## src/rtl/puf_scan_window_sequencer.sv

```systemverilog
// puf_scan_window_sequencer
//
// Generates the scan-enable (SE) waveform for the PUF authentication path.
// SE stays high for an authentication phase of n_auth cycles. Then n_rep scan
// windows follow. Each window holds SE low for l_scan cycles. A gap of l_gap
// cycles with SE high separates consecutive windows. No gap follows the last
// window. The block sits between the authentication controller and the
// scan-chain mux.
//
// Optional feature: define PUF_SCAN_CAPTURE_EN to add the capture_stb output.
//
// Ports:
//   clk, rst_n      clock, asynchronous active-low reset
//   start           single-cycle request, accepted only from IDLE
//   abort           synchronous abort of a running sequence
//   n_auth          authentication phase length (cycles, SE high)
//   l_scan          scan window length (cycles, SE low)
//   l_gap           gap length between windows (cycles, SE high)
//   n_rep           number of scan windows (0 behaves as 1)
//   se_signal       registered scan enable, low only inside scan windows
//   busy            sequence in progress
//   done            one-cycle pulse on normal completion
//   aborted         sticky abort flag, cleared by the next accepted start
//   win_idx         index of the current or last scan window
//   current_count   cycles elapsed since start, saturating at all-ones
//   capture_stb     (PUF_SCAN_CAPTURE_EN only) pulse on the last SE-low cycle
//                   of each non-empty window
module puf_scan_window_sequencer #(
  parameter int CNT_W = 16,
  parameter int REP_W = 4
) (
  input  logic             clk,
  input  logic             rst_n,
  input  logic             start,
  input  logic             abort,
  input  logic [CNT_W-1:0] n_auth,
  input  logic [CNT_W-1:0] l_scan,
  input  logic [CNT_W-1:0] l_gap,
  input  logic [REP_W-1:0] n_rep,
  output logic             se_signal,
  output logic             busy,
  output logic             done,
  output logic             aborted,
  output logic [REP_W-1:0] win_idx,
`ifdef PUF_SCAN_CAPTURE_EN
  output logic             capture_stb,
`endif
  output logic [CNT_W-1:0] current_count
);

  localparam logic [2:0] S_IDLE = 3'd0;
  localparam logic [2:0] S_AUTH = 3'd1;
  localparam logic [2:0] S_SCAN = 3'd2;
  localparam logic [2:0] S_GAP  = 3'd3;
  localparam logic [2:0] S_DONE = 3'd4;
  localparam int NW = 3 + REP_W;

  logic [2:0]       state, next_state;
  logic [CNT_W-1:0] phase_cnt, next_phase;
  logic [REP_W-1:0] next_win;
  logic [CNT_W-1:0] sh_auth, sh_scan, sh_gap;
  logic [REP_W-1:0] sh_last;
  logic             accept, running;
  logic [CNT_W-1:0] cfg_scan, cfg_gap;
  logic [REP_W-1:0] cfg_last;

  // Resolve where the sequence lands when window w is entered. Zero-length
  // phases are skipped here, so no idle cycle is inserted for them. l_scan
  // is the same for every window. If it is 0 and l_gap is also 0, every
  // remaining window is empty and the sequence ends at the last index.
  function automatic logic [NW-1:0] enter_window(input logic [REP_W-1:0] w,
                                                 input logic [CNT_W-1:0] scan_len,
                                                 input logic [CNT_W-1:0] gap_len,
                                                 input logic [REP_W-1:0] last);
    if (scan_len != '0)     return {S_SCAN, w};
    else if (w == last)     return {S_DONE, w};
    else if (gap_len != '0) return {S_GAP, w};
    else                    return {S_DONE, last};
  endfunction

  assign accept  = (state == S_IDLE) && start;
  assign running = (state == S_AUTH) || (state == S_SCAN) || (state == S_GAP);

  // At the accepting edge the shadow registers are not loaded yet.
  // Decisions taken on that edge therefore use the live inputs.
  assign cfg_scan = accept ? l_scan : sh_scan;
  assign cfg_gap  = accept ? l_gap  : sh_gap;
  assign cfg_last = accept ? ((n_rep == '0) ? '0 : n_rep - 1'b1) : sh_last;

  always_comb begin
    next_state = state;
    next_win   = win_idx;
    next_phase = phase_cnt + 1'b1;
    case (state)
      S_IDLE: begin
        next_phase = '0;
        if (start) begin
          if (n_auth != '0) {next_state, next_win} = {S_AUTH, {REP_W{1'b0}}};
          else {next_state, next_win} = enter_window('0, cfg_scan, cfg_gap, cfg_last);
        end
      end
      S_AUTH: begin
        if (phase_cnt == sh_auth - 1'b1) begin
          next_phase = '0;
          {next_state, next_win} = enter_window('0, cfg_scan, cfg_gap, cfg_last);
        end
      end
      S_SCAN: begin
        if (phase_cnt == sh_scan - 1'b1) begin
          next_phase = '0;
          if (win_idx == sh_last)  next_state = S_DONE;
          else if (sh_gap != '0)   next_state = S_GAP;
          else                     next_win   = win_idx + 1'b1;
        end
      end
      S_GAP: begin
        if (phase_cnt == sh_gap - 1'b1) begin
          next_phase = '0;
          {next_state, next_win} = enter_window(win_idx + 1'b1, cfg_scan, cfg_gap, cfg_last);
        end
      end
      S_DONE: begin
        next_state = S_IDLE;
        next_phase = '0;
      end
      default: begin
        next_state = S_IDLE;
        next_phase = '0;
      end
    endcase
    if (running && abort) begin
      next_state = S_IDLE;
      next_phase = '0;
      next_win   = win_idx;
    end
  end

  // All outputs are registered from the next-state decode. SE therefore
  // reflects the state being entered.
  always_ff @(posedge clk or negedge rst_n) begin
    if (!rst_n) begin
      state         <= S_IDLE;
      phase_cnt     <= '0;
      win_idx       <= '0;
      se_signal     <= 1'b1;
      busy          <= 1'b0;
      done          <= 1'b0;
      aborted       <= 1'b0;
      current_count <= '0;
      sh_auth       <= '0;
      sh_scan       <= '0;
      sh_gap        <= '0;
      sh_last       <= '0;
    end else begin
      state     <= next_state;
      phase_cnt <= next_phase;
      win_idx   <= next_win;
      se_signal <= (next_state != S_SCAN);
      busy      <= (next_state == S_AUTH) || (next_state == S_SCAN) || (next_state == S_GAP);
      done      <= (next_state == S_DONE);
      if (accept) begin
        sh_auth       <= n_auth;
        sh_scan       <= l_scan;
        sh_gap        <= l_gap;
        sh_last       <= cfg_last;
        aborted       <= 1'b0;
        current_count <= '0;
      end else begin
        if (running && (current_count != '1)) current_count <= current_count + 1'b1;
        if (running && abort) aborted <= 1'b1;
      end
    end
  end

`ifdef PUF_SCAN_CAPTURE_EN
  // The strobe is high while the entered cycle is the last SE-low cycle of
  // a window. An abort leads to IDLE, which suppresses any pending strobe.
  always_ff @(posedge clk or negedge rst_n) begin
    if (!rst_n) capture_stb <= 1'b0;
    else        capture_stb <= (next_state == S_SCAN) && (next_phase == cfg_scan - 1'b1);
  end
`endif

endmodule

```

## config.mk

```make
export PLATFORM = sky130hd
export DESIGN_NAME = puf_scan_window_sequencer
export DESIGN_NICKNAME = d
export VERILOG_FILES = /design/src/rtl/puf_scan_window_sequencer.sv
export SDC_FILE = /design/constraint.sdc
export NUM_CORES = 1
export LEC_CHECK = 0
export ABC_AREA = 1
export CAP_MARGIN = 40
export CORE_UTILIZATION = 62
export CTS_CLUSTER_SIZE = 20
export DETAILED_ROUTE_END_ITERATION = 10
export PLACE_DENSITY = 0.87
export SYNTH_ARGS = -nofsm -noshare
export SYNTH_HDL_FRONTEND = slang
export SYNTH_SLANG_ARGS = --single-unit
```

## constraint.sdc

```tcl
create_clock -name clk -period 4.1 [get_ports clk]
set_input_delay 1.23 -clock clk [delete_from_list [all_inputs] [get_ports clk]]
set_output_delay 1.23 -clock clk [all_outputs]
set_load 0.1 [all_outputs]
```

Word-level counts from Yosys, hierarchy flattened
Cells that the tools add are included.
Operators by class
  reduce and logical (&&, ||, !) cells: 18
  add/sub/neg operators: 7
  multiplexer cells: 36
  eq/ne operators: 20
  bitwise gates (word level): 1
Operators by type and width (count)
  $mux W16: 8
  $reduce_bool A16 Y1: 4
  $eq A16 B16 Y1: 3
  $pmux W16 S3: 1
  $sub A16 B1 Y16 const B: 3
  $mux W7: 6
  $mux W4: 9
  $add A16 B1 Y16 const B: 2
  $mux W3: 8
  $ne A16 B16 Y1 const B: 1
  $pmux W4 S4: 1
  $eq A3 B2 Y1 const B: 4
  $pmux W3 S4: 1
  $eq A4 B4 Y1: 2
  $logic_not A4 Y1: 2
  $reduce_and A8 Y1: 1
  $eq A3 B1 Y1 const B: 2
  $ne A2 B1 Y1 const B: 3
  $ne A2 B2 Y1 const B: 3
  $add A4 B1 Y4 const B: 1
  $logic_or A1 B1 Y1: 4
  $reduce_bool A2 Y1: 2
  $reduce_bool A4 Y1: 1
  $sub A4 B1 Y4 const B: 1
  other kinds (6): 9
Word-level totals
  word-level logic and storage cells: 94
  output and inout port bits: 24
  input port bits: 56
  register bits after elaboration: 95

Longest topological paths before layout
  depth after elaboration: 14
  depth in mapped cells: 19
  depth with buffers taken out: 18

Worst setup path after synthesis
No wires, ideal clock.
  path type: input to register
  start: input start
  end: register win_idx[3]
  data arrival time: 2.627 ns
  stages on the path: 18
  required time: 3.980 ns
  setup slack: 1.353 ns
  path buffers: 3
  setup time: 0.120 ns
  path through: inv_1 -> nor2_1 -> nand2_1 -> buf_6 -> buf_6 -> nand2_1 -> nand2_1 -> nor2_1 -> nand2_1 -> nor2_1 -> nand2_2 -> buf_6 -> o21ai_1 -> nand2_1 -> nand2_1 -> nand3_1 -> nand2_1 -> nand2_1
On the way
  longest elaborated chain between the ends: 9
  elaborated cells on any way between the ends: 21
  those cells by class: eq/ne (2); mux (14); reduce/logical (5)
Ends and longest elaborated chain
  from (decl): RTL line 34  | input logic start,
  $logic_and A1 B1 Y1 *: RTL line 81  | assign accept = (state == S_IDLE) && start;
  $mux W16 *
  net cfg_gap[5]: RTL line 64  | logic [CNT_W-1:0] cfg_scan, cfg_gap;
  $reduce_bool A16 Y1 *: RTL line 77  | else if (gap_len != '0) return {S_GAP, w};
  $mux W7: RTL line 77
  $mux W7: RTL line 76  | else if (w == last) return {S_DONE, w};
  $mux W7: RTL line 75  | if (scan_len != '0) return {S_SCAN, w};
  $mux W4: RTL line 98  | if (n_auth != '0) {next_state, next_win} = {S_AUTH, {REP_W{1'b0}}};
  $mux W4: RTL line 97  | if (start) begin
  $pmux W4 S4 *: RTL line 94  | case (state)
  to (signal assigned): RTL line 157  | win_idx <= next_win;
  to (decl): RTL line 44  | output logic [REP_W-1:0] win_idx,
The timed path passes the listed nets; every way through them passes the cells marked *. The select of a mux whose other input is x is not followed.
A chain may end at the register's enable or synchronous reset.

Worst setup path after layout
  start: input start
  end: register busy
On the way
  longest elaborated chain between the ends: 13
  elaborated cells on any way between the ends: 25
  those cells by class: eq/ne (4); mux (15); reduce/logical (6)
Ends and longest elaborated chain
  $logic_and A1 B1 Y1 *: RTL line 81
  $mux W16 *
  net cfg_gap[6]: RTL line 64
  $reduce_bool A16 Y1 *: RTL line 77
  $mux W7: RTL line 77
  $mux W7: RTL line 76
  $mux W7: RTL line 75
  $mux W3: RTL line 98
  $mux W3: RTL line 97
  $pmux W3 S4 *: RTL line 94
  $mux W3 *: RTL line 131  | if (running && abort) begin
  $eq A3 B1 Y1 / $eq A3 B2 Y1 (equally long branches): RTL line 159  | busy <= (next_state == S_AUTH) || (next_state == S_SCAN) || (next_state == S_GAP);
  $logic_or A1 B1 Y1: RTL line 159
  $logic_or A1 B1 Y1 *: RTL line 159
  to (signal assigned): RTL line 159
  to (decl): RTL line 41  | output logic busy,
The timed path passes the listed nets; every way through them passes the cells marked *.

==> summary.md <==
| Metric | Value |
|---|---|
| Status | `completed` |
| RSZ-0062 raised after global routing | `no` |
| Initial Utilization | `between 60% and 70%` |
| # setup viols final | `0` |
| Lkg Pwr | `approximately 4.4 nW` |
| Wire length per cell | `roughly 14 microns` |
| Hold-fix buffers, CTS | `0` |
| Synth area leader | `dfrtp_1` |
| Fin. max-slew vios | `0` |
| Met1 Usage GRT | `about 44%` |
| Drt drc | `0` |
| Worst min path class | `reg2reg` |
| Slew @ Worst Pin | `0.570 ns` |
| IO Pins | `80` |
| Finished layout cell area | `8640 sq um` |
| Root buf cell | `clkbuf_16` |
| Synth cell types | `37` |
| WP data required | `approximately 4.3 ns` |
| CTS sink cnt | `95` |
| Final hold vios | `0` |
| First-pass GRT wire length | `32.2 mm` |
| Period utilisation layout | `between 80% and 90%` |
| ANT cells | `0` |
| Max clock buf depth | `2` |
| GRT overflow | `0` |
| Met2 Usage GRT | `between 50% and 60%` |
| Busiest grt layer | `met2` |
| Post-Syn Nets | `~1200` |
| CP Buf/Inv Count | `2` |
| HPWL after DPL | `15.0 mm` |
| Area share of the largest cell type after synthesis | `between 30% and 40%` |
| Seq cells post-synth | `95` |
| Most numerous cell in the Yosys netlist | `nand2_1` |
| EDFF count, synth | `0` |
| H-tree depth | `3` |
| Critical path class | `in2reg` |
| Syn Inst Count | `about 1100` |
| Top cells by area, synth | `dfrtp_1 33%, nand2_1 20%, nor2_1 8.3%` |
| TritonRoute pass-1 iters | `5` |
| Slowest stage cell, crit path | `clkdlybuf4s50_1` |
| Die X | `about 110 microns` |
| Clock Latency Late Sink | `roughly 0.35 ns` |
| Core Region | `between 10000 and 15000 sq um` |
| Met3 Use GR | `just over 5%` |
| Post-CTS resize count | `0` |
| Async S/R FF share, synth | `100%` |
| GPL Wtd Cong | `roughly 0.90` |
| # Post-CTS Setup Buffers | `0` |
| Global-route usage over all layers | `roughly a third` |
| Crit-path cells | `clkdlybuf4s50_1, inv_1, nor2_1, nand2_2, nand2_1, nand2_1, nor2_1, nand2_1, nor2_1, nand2_2, nand2_1, nor2_1, nor2_1, nand2_1, nor2_1, nand2_1, nand2_1, nand2_1` |
| CP top delay family | `simple AND/OR/NAND/NOR gates` |
| Share of layout cells above drive strength 1 | `about 6.2%` |
| YS warnings | `0` |
| Clk_skew | `0.00774 ns` |
| Setup TNS | `0 ns` |
| Cts bufs inserted | `9` |
| WP data arrival | `~3.8 ns` |
| Worst-path maximum fanout | `25` |
| Register area share after synthesis | `around a third` |
| Slowest stage delay, CP | `slightly above 0.5 ns` |
| Overall power | `roughly 5.3 mW` |
| Post-Syn Area | `approximately 7000 sq um` |
| Largest net degree at the start of global routing | `between 90 and 100` |
| P per Cell Area | `roughly 620 nW/um^2` |
| Max_slew headroom | `between 60% and 70%` |
| Area delta synth->final | `21.0%` |
| Vias | `7605` |
| Final worst-path setup slack | `between 0.5 and 0.6 ns` |
| Die area | `12000 sq um` |
| Top cells by count, synth | `374 x nand2_1, 158 x nor2_1, 151 x inv_1` |
| Maximum ir drop on the vdd rail | `approximately 0.00071 V` |
| Routed WL | `~20 mm` |
| Initial drt markers | `651` |
| Final min period | `between 3 and 4 ns` |
| Max_cap viols | `0` |
| CTS tree | `done` |
| Nets | `between 1000 and 1500` |
| Max Clock Freq | `between 200 and 300 MHz` |
| Site Rows | `38` |
| Die H | `roughly 110 microns` |
| Mean Syn Cell Area | `6.32 sq um` |
| Via density | `approximately 5.5` |
| Worst Setup End Kind | `flip-flop` |
| Initial antenna violation count | `0` |
| Dpl cell area | `8360 sq um` |
| Most frequent CP cell | `nand2_1` |
| Vias in the first global route | `6990` |
| Post-place setup slack | `between 0.2 and 0.3 ns` |
| DRT antenna net count | `0` |
| Startpoint Class | `input port` |
| CTS clk-pin slew, worst paths | `0.07 ns` |
| Buffers on Ports | `slightly below 80` |
| Most common flop cell mapped by yosys | `dfrtp_1` |
metrics by stage:
step                      util, %  hold WS, ns  instances
after floorplan                 -        0.473       1131
after global placement       72.7        0.475       1333
after detailed placement     75.8        0.483       1355
after CTS                    78.4        0.499       1371
after global routing         78.4        0.514       1371
final                        78.4        0.494       1371
cells by family after synthesis:
group	share of synthesized area [%]
and+or+nand+nor	42.5
buffers and inverters	10.3
DFF	33.3
AOI/OAI and AO/OA	7.02
xor gates and xnor gates	5.64
adders and majority gates	1.23
routing by layer:
layer  part of all wire, %  up-vias  routed length (microns)
met5                     0        -                        0
met4                   2.5        0                      501
met3                   6.9       55                     1360
met2                    49      328                     9590
met1                    42     3477                     8260
li1                      -     3745                        -
sequential cells by signal, summed over array words and instances (netlist names):
signal and flops:
sh_last 4, phase_cnt 16, aborted 1, sh_scan 16, current_count 16, state 3, win_idx 4, sh_auth 16
sh_gap 16, busy 1, done 1, se_signal 1
placed cells by master (no fill, tap or decap), types with 9 or more instances in the layout:
cell type	instances
nand2_1	373
nor2_1	158
inv_1	151
nand3_1	108
dfrtp_1	94
clkdlybuf4s50_1	76
o21ai_0	41
xor2_1	29
nand4_1	25
buf_8	21
o21ai_1	18
a21oi_1	18
xnor2_1	17
nor3_1	11
clkbuf_16	9
final timing paths:
path	startpoint	endpoint	slack, ns	cells past startpoint
max in group asynchronous	rst_n	sh_gap[7]	2.76	2
setup reg to reg	sh_scan[0]	phase_cnt[0]	1.20	13
setup / recovery	start	busy	0.57	18
hold reg to reg	aborted	aborted	0.49	1
hold / removal	aborted	aborted	0.49	1
min in group asynchronous	rst_n	sh_auth[1]	0.89	2
layout make-up:
type / count / area (sq um)
clock buffer: 9 / 225
clock inverter: 7 / 55.1
timing repair buffer: 108 / 1200
inverter: 153 / 574
multi-input combinational: 859 / 4030
tap: 140 / 175
sequential: 95 / 2380
fill: 818 / 2390
power by group:
part	switching (mW)	leakage, nW	internal [mW]
clock	0.398	0.132	0.417
combinational	1.94	3.03	1.01
sequential	0.343	1.23	1.22
Power figures use the tool's default switching activity.
==> RTL edit 1: new RTL, same flow settings <==
Build with the macro `PUF_SCAN_CAPTURE_EN` defined.
--- a/src/rtl/puf_scan_window_sequencer.sv
+++ b/src/rtl/puf_scan_window_sequencer.sv
@@ -26,4 +26,6 @@
 //   capture_stb     (PUF_SCAN_CAPTURE_EN only) pulse on the last SE-low cycle
 //                   of each non-empty window
+`define PUF_SCAN_CAPTURE_EN
+
 module puf_scan_window_sequencer #(
   parameter int CNT_W = 16,
Behaviour (old outputs only; new: capture_stb): unchanged (Yosys induction, for registers that start in step).
==> RTL edit 1 against the original RTL <==
  * Setup slack lost 180 ps
  * Cell count grew 17%
  * Largest cell class unchanged
  * Hold slack gained 8.6 ps
  * Sequential share of layout area shrank 2.7 points
  * Area after synthesis grew 14%
  * Utilization shrank 1.9 points
  * Count of clock-buffer cells in the layout is the same
  * Sequential cell count grew 1
  * Combinational power grew 24%
  * Critical path depth grew 1
  * Total power grew 15%
  * Critical endpoint is now capture_stb$_DFF_PN0_
  * Design area grew 12%
  * Routed wire length grew 20%
  * Via count grew 14%
==> RTL edit 1: results <==
group,metric,value,unit
logic_synthesis,syn_nets,1394,
timing,maxSlewViolCount,0,
logic_synthesis,synthTopCellsByArea,"dfrtp_1 29%, nand2_1 20%, inv_1 9.3%",
critical_path,cpLargestDelayFamily,"simple AND/OR/NAND/NOR gates",
clock_tree,cts_resized,0,
critical_path,r2r_cells,21,
critical_path,crit_arrival,4020,ps
clock_tree,clk_pin_slew,70,ps
placed_design,pre_cts_ws,83.2,ps
global_routing,grtUsageTotal,36.4,%
detailed_routing,detail_route.wl_per_cell,14.8,um
clock_tree,cts_htree_levels,3,
run_status,status,"finished clean",
placed_design,placed_cell_area,9410,um2
hold_path,hold_depth,1,
detailed_routing,drc_errors,0,
clock_tree,root_buffer,"clkbuf_16",
global_routing,grt_max_degree,97,
detailed_routing,via_per_inst,5.41,
logic_synthesis,yosys-top-cells-count,"438 x nand2_1, 202 x inv_1, 172 x nor2_1",
layout,layout-drive-gt1-share,7.08,%
critical_path,slowest_delay,480,ps
clock_tree,clock_latency,370,ps
logic_synthesis,seq_area_frac_synth,29.6,%
layout,antenna_cells,0,
timing,finClkSkew,10.2,ps
run,max_cap_viol_count,0,
placed_design,port_buffers,80,
clock_tree,clock_path_buffers,2,
layout,n_fill_cell,1028,
critical_path,critPathMaxFanout,23,
global_routing,grt_pass1_vias,7785,
logic_synthesis,synthArstFlopShare,100,%
logic_synthesis,yosysUniqueCellTypes,41,
hold_path,hold_class,"reg -> reg",
clock_tree,post-cts-setup-buffers,0,
layout,fin_nets,1487,
timing,slew_headroom,56.9,%
logic_synthesis,yosysWarnings,0,
detailed_routing,drtIter0Drc,834,
critical_path,critPathSlowestCell,"clkdlybuf4s50_1",
placed_design,hpwl,18.4,mm
logic_synthesis,ys.flop_type,"dfrtp_1",
global_routing,grt_pass1_wl,37.6,mm
power_and_ir_drop,p_leak,0.00500,uW
detailed_routing,firstDrtPassIters,5,
global_routing,antenna_found_initial,0,
power_and_ir_drop,ir_worst_vdd,0.000385,V
placed_design,gp_congestion,1.01,
clock_tree,cts_made_buffers,9,
==> RTL edit 1: cell count changes after synthesis, moves of 7 or more <==
cell	unedited run	this run
inv_1	151	202
nand2_1	374	438
nor2_1	158	172
nor3_1	11	18
buf_2	6	14
xor2_1	29	38
nand2_2	3	12
==> RTL edit 1: kinds of logic (layout without fill, tap and decap cells) <==
family / count (synthesis) / in the layout / share of synthesized area [%]
DFF: 96 / 96 / 29.6
and+or+nand+nor: 821 / 821 / 43.3
buffers and inverters: 243 / 340 / 12.1
AOI/OAI and AO/OA: 102 / 102 / 7.31
adders and majority gates: 8 / 8 / 1.23
xor gates and xnor gates: 60 / 60 / 6.48
==> RTL edit 1: stage by stage <==
step,utilization (%),hold slack (ps),std cells,total power (uW)
finish,76.5,503,1599,6120
global placement,71.7,483,1562,5040
floorplan,-,472,1330,4240
CTS,76.5,505,1599,6060
detailed placement,74.3,487,1584,5230
global route,76.5,527,1599,6620
==> RTL edit 1: layer usage <==
metal  wire length [um]  global-route usage (%)
met5                  0                       0
met4                794                    13.8
met3               2030                    8.51
met2              10600                    57.8
met1              10200                    48.3
==> RTL edit 1: final timing paths <==
| path | start | to | slack [ps] |
|---|---|---|---|
| min in group asynchronous | rst_n | current_count[13]$_DFFE_PN0P_ | 920 |
| min reg2reg | aborted$_DFFE_PN0P_ | aborted$_DFFE_PN0P_ | 500 |
| min | aborted$_DFFE_PN0P_ | aborted$_DFFE_PN0P_ | 500 |
| max reg2reg | sh_gap[0]$_DFF_PN0_ | capture_stb$_DFF_PN0_ | 870 |
| max | start | capture_stb$_DFF_PN0_ | 380 |
| max in group asynchronous | rst_n | sh_gap[2]$_DFF_PN0_ | 2790 |
==> RTL edit 1: report_power, final <==
group	switching, uW	internal (uW)
clock	408	418
combinational	2400	1260
sequential	402	1240
==> RTL edit 1: area by class of cell <==
| type | instances | area [um2] | area share (%) |
|---|---|---|---|
| sequential | 96 | 2400 | 24.8 |
| clock buffer | 9 | 225 | 2.32 |
| timing repair buffer | 116 | 1280 | 13.2 |
| inverter | 209 | 785 | 8.10 |
| multi-input combinational | 991 | 4730 | 48.9 |
| tap | 172 | 215 | 2.22 |
| clock inverter | 6 | 50.0 | 0.517 |
==> RTL edit 2: new RTL, same settings <==
Without the edit above. Register the input `n_auth` before use, without a reset. The logic sees it one clock later. The other inputs are not delayed to match. Comments in the files are not updated.
--- a/src/rtl/puf_scan_window_sequencer.sv
+++ b/src/rtl/puf_scan_window_sequencer.sv
@@ -56,4 +56,10 @@
   localparam int NW = 3 + REP_W;
 
+  logic [CNT_W-1:0] n_auth_q;
+
+  always_ff @(posedge clk) begin
+    n_auth_q <= n_auth;
+  end
+
   logic [2:0]       state, next_state;
   logic [CNT_W-1:0] phase_cnt, next_phase;
@@ -96,5 +102,5 @@
         next_phase = '0;
         if (start) begin
-          if (n_auth != '0) {next_state, next_win} = {S_AUTH, {REP_W{1'b0}}};
+          if (n_auth_q != '0) {next_state, next_win} = {S_AUTH, {REP_W{1'b0}}};
           else {next_state, next_win} = enter_window('0, cfg_scan, cfg_gap, cfg_last);
         end
@@ -160,5 +166,5 @@
       done      <= (next_state == S_DONE);
       if (accept) begin
-        sh_auth       <= n_auth;
+        sh_auth       <= n_auth_q;
         sh_scan       <= l_scan;
         sh_gap        <= l_gap;
Check against the original RTL: not equivalent (Yosys sat finds a counterexample within 4 cycles, from zero or initial values and one cycle with rst_n low).
==> RTL edit 2 against the original RTL <==
  * Setup slack better by 44 ps
  * Via count rose by 9.1%
  * Design area up 9.4%
  * Cell count increased by 9.9%
  * Critical path depth is 1 lower
  * Sequential share of layout area up 1.0 points
  * Sequential cell count increased by 16
  * Hold slack worse by 47 ps
  * Critical path type unchanged
  * Routed wire length is 13% higher
  * Synthesized cell count increased by 9.7%
  * Area after synthesis increased by 11%
  * Count of clock-buffer cells in the layout is 3 higher
  * Total power up 11%
==> RTL edit 2: results <==
group,metric,value,unit
run_status,status,"finished clean",
layout,seq_cells,111,
power_and_ir_drop,internal-power,3000,uW
layout,nonClkBufAreaFrac,12.4,%
critical_path,r2r_cells,14,
placed_design,numPlacedInstances,1491,
power_and_ir_drop,power.share.clock,16.4,%
global_routing,grt_max_degree,46,
placed_design,pre_cts_ws,316,ps
hold_path,hold_depth,2,
placed_design,hpwl,16.9,mm
critical_path,r2r_start,"sh_gap[0]$_DFF_PN0_",
layout,inv_count,163,
logic_synthesis,synthTopCellsByArea,"dfrtp_1 30%, nand2_1 20%, nor2_1 8.3%",
detailed_routing,detail_route.wl_per_cell,14.8,um
critical_path,crit_arrival,3790,ps
logic_synthesis,yosysUniqueCellTypes,38,
logic_synthesis,syn_nets,1304,
layout,n_fill_cell,920,
timing,tightest_slew,509,ps
power_and_ir_drop,combPwrFrac,53.5,%
layout,fin_nets,1397,
layout,signal_buffers,107,
logic_synthesis,synthArstFlopShare,85.6,%
floorplan,taps,168,
detailed_routing,drtIter0Drc,687,
detailed_routing,via_per_inst,5.51,
global_routing,grt_pass1_vias,7753,
layout,nClkBuffers,12,
timing,period_needed,3490,ps
layout,clk_share,3.43,%
detailed_routing,firstDrtPassIters,6,
layout,comb.multi_input.count,942,
logic_synthesis,synth_cells,1241,
timing,finClkSkew,9.68,ps
hold_path,min_from,"n_auth_q[9]$_DFF_P_",
RTL edit 2: cell count changes after synthesis, moves of 6 or more:
cell,delta
nand3_1,-9
o21ai_1,-11
dfxtp_1,+16
inv_2,+6
a31oi_1,-6
nor2_1,+18
nor2_2,+9
nand2_2,+19
nand2_1,+57
RTL edit 2: kinds of logic (layout without fill, tap and decap cells):
family | count (synthesis) | in the layout
xor gates and xnor gates | 50 | 50
and+or+nand+nor | 814 | 814
AOI/OAI and AO/OA | 71 | 71
adders and majority gates | 7 | 7
buffers and inverters | 188 | 286
DFF | 111 | 111
RTL edit 2: per-layer routing:
layer	up-vias	global-route usage [%]	part of all wire, %
li1	4033	-	-
met1	3817	43.8	40
met2	388	61.0	48
met3	61	6.91	8.6
met4	0	13.7	3.1
met5	-	0	0
RTL edit 2: worst register-to-register path, delay by kind of cell, from the launching register on:
family / cells / cell delay, ps
xor+xnor: 1 / 190
fa+ha+maj: 1 / 220
flops: 1 / 420
simple gates: 11 / 1860
buf+inv: 1 / 130
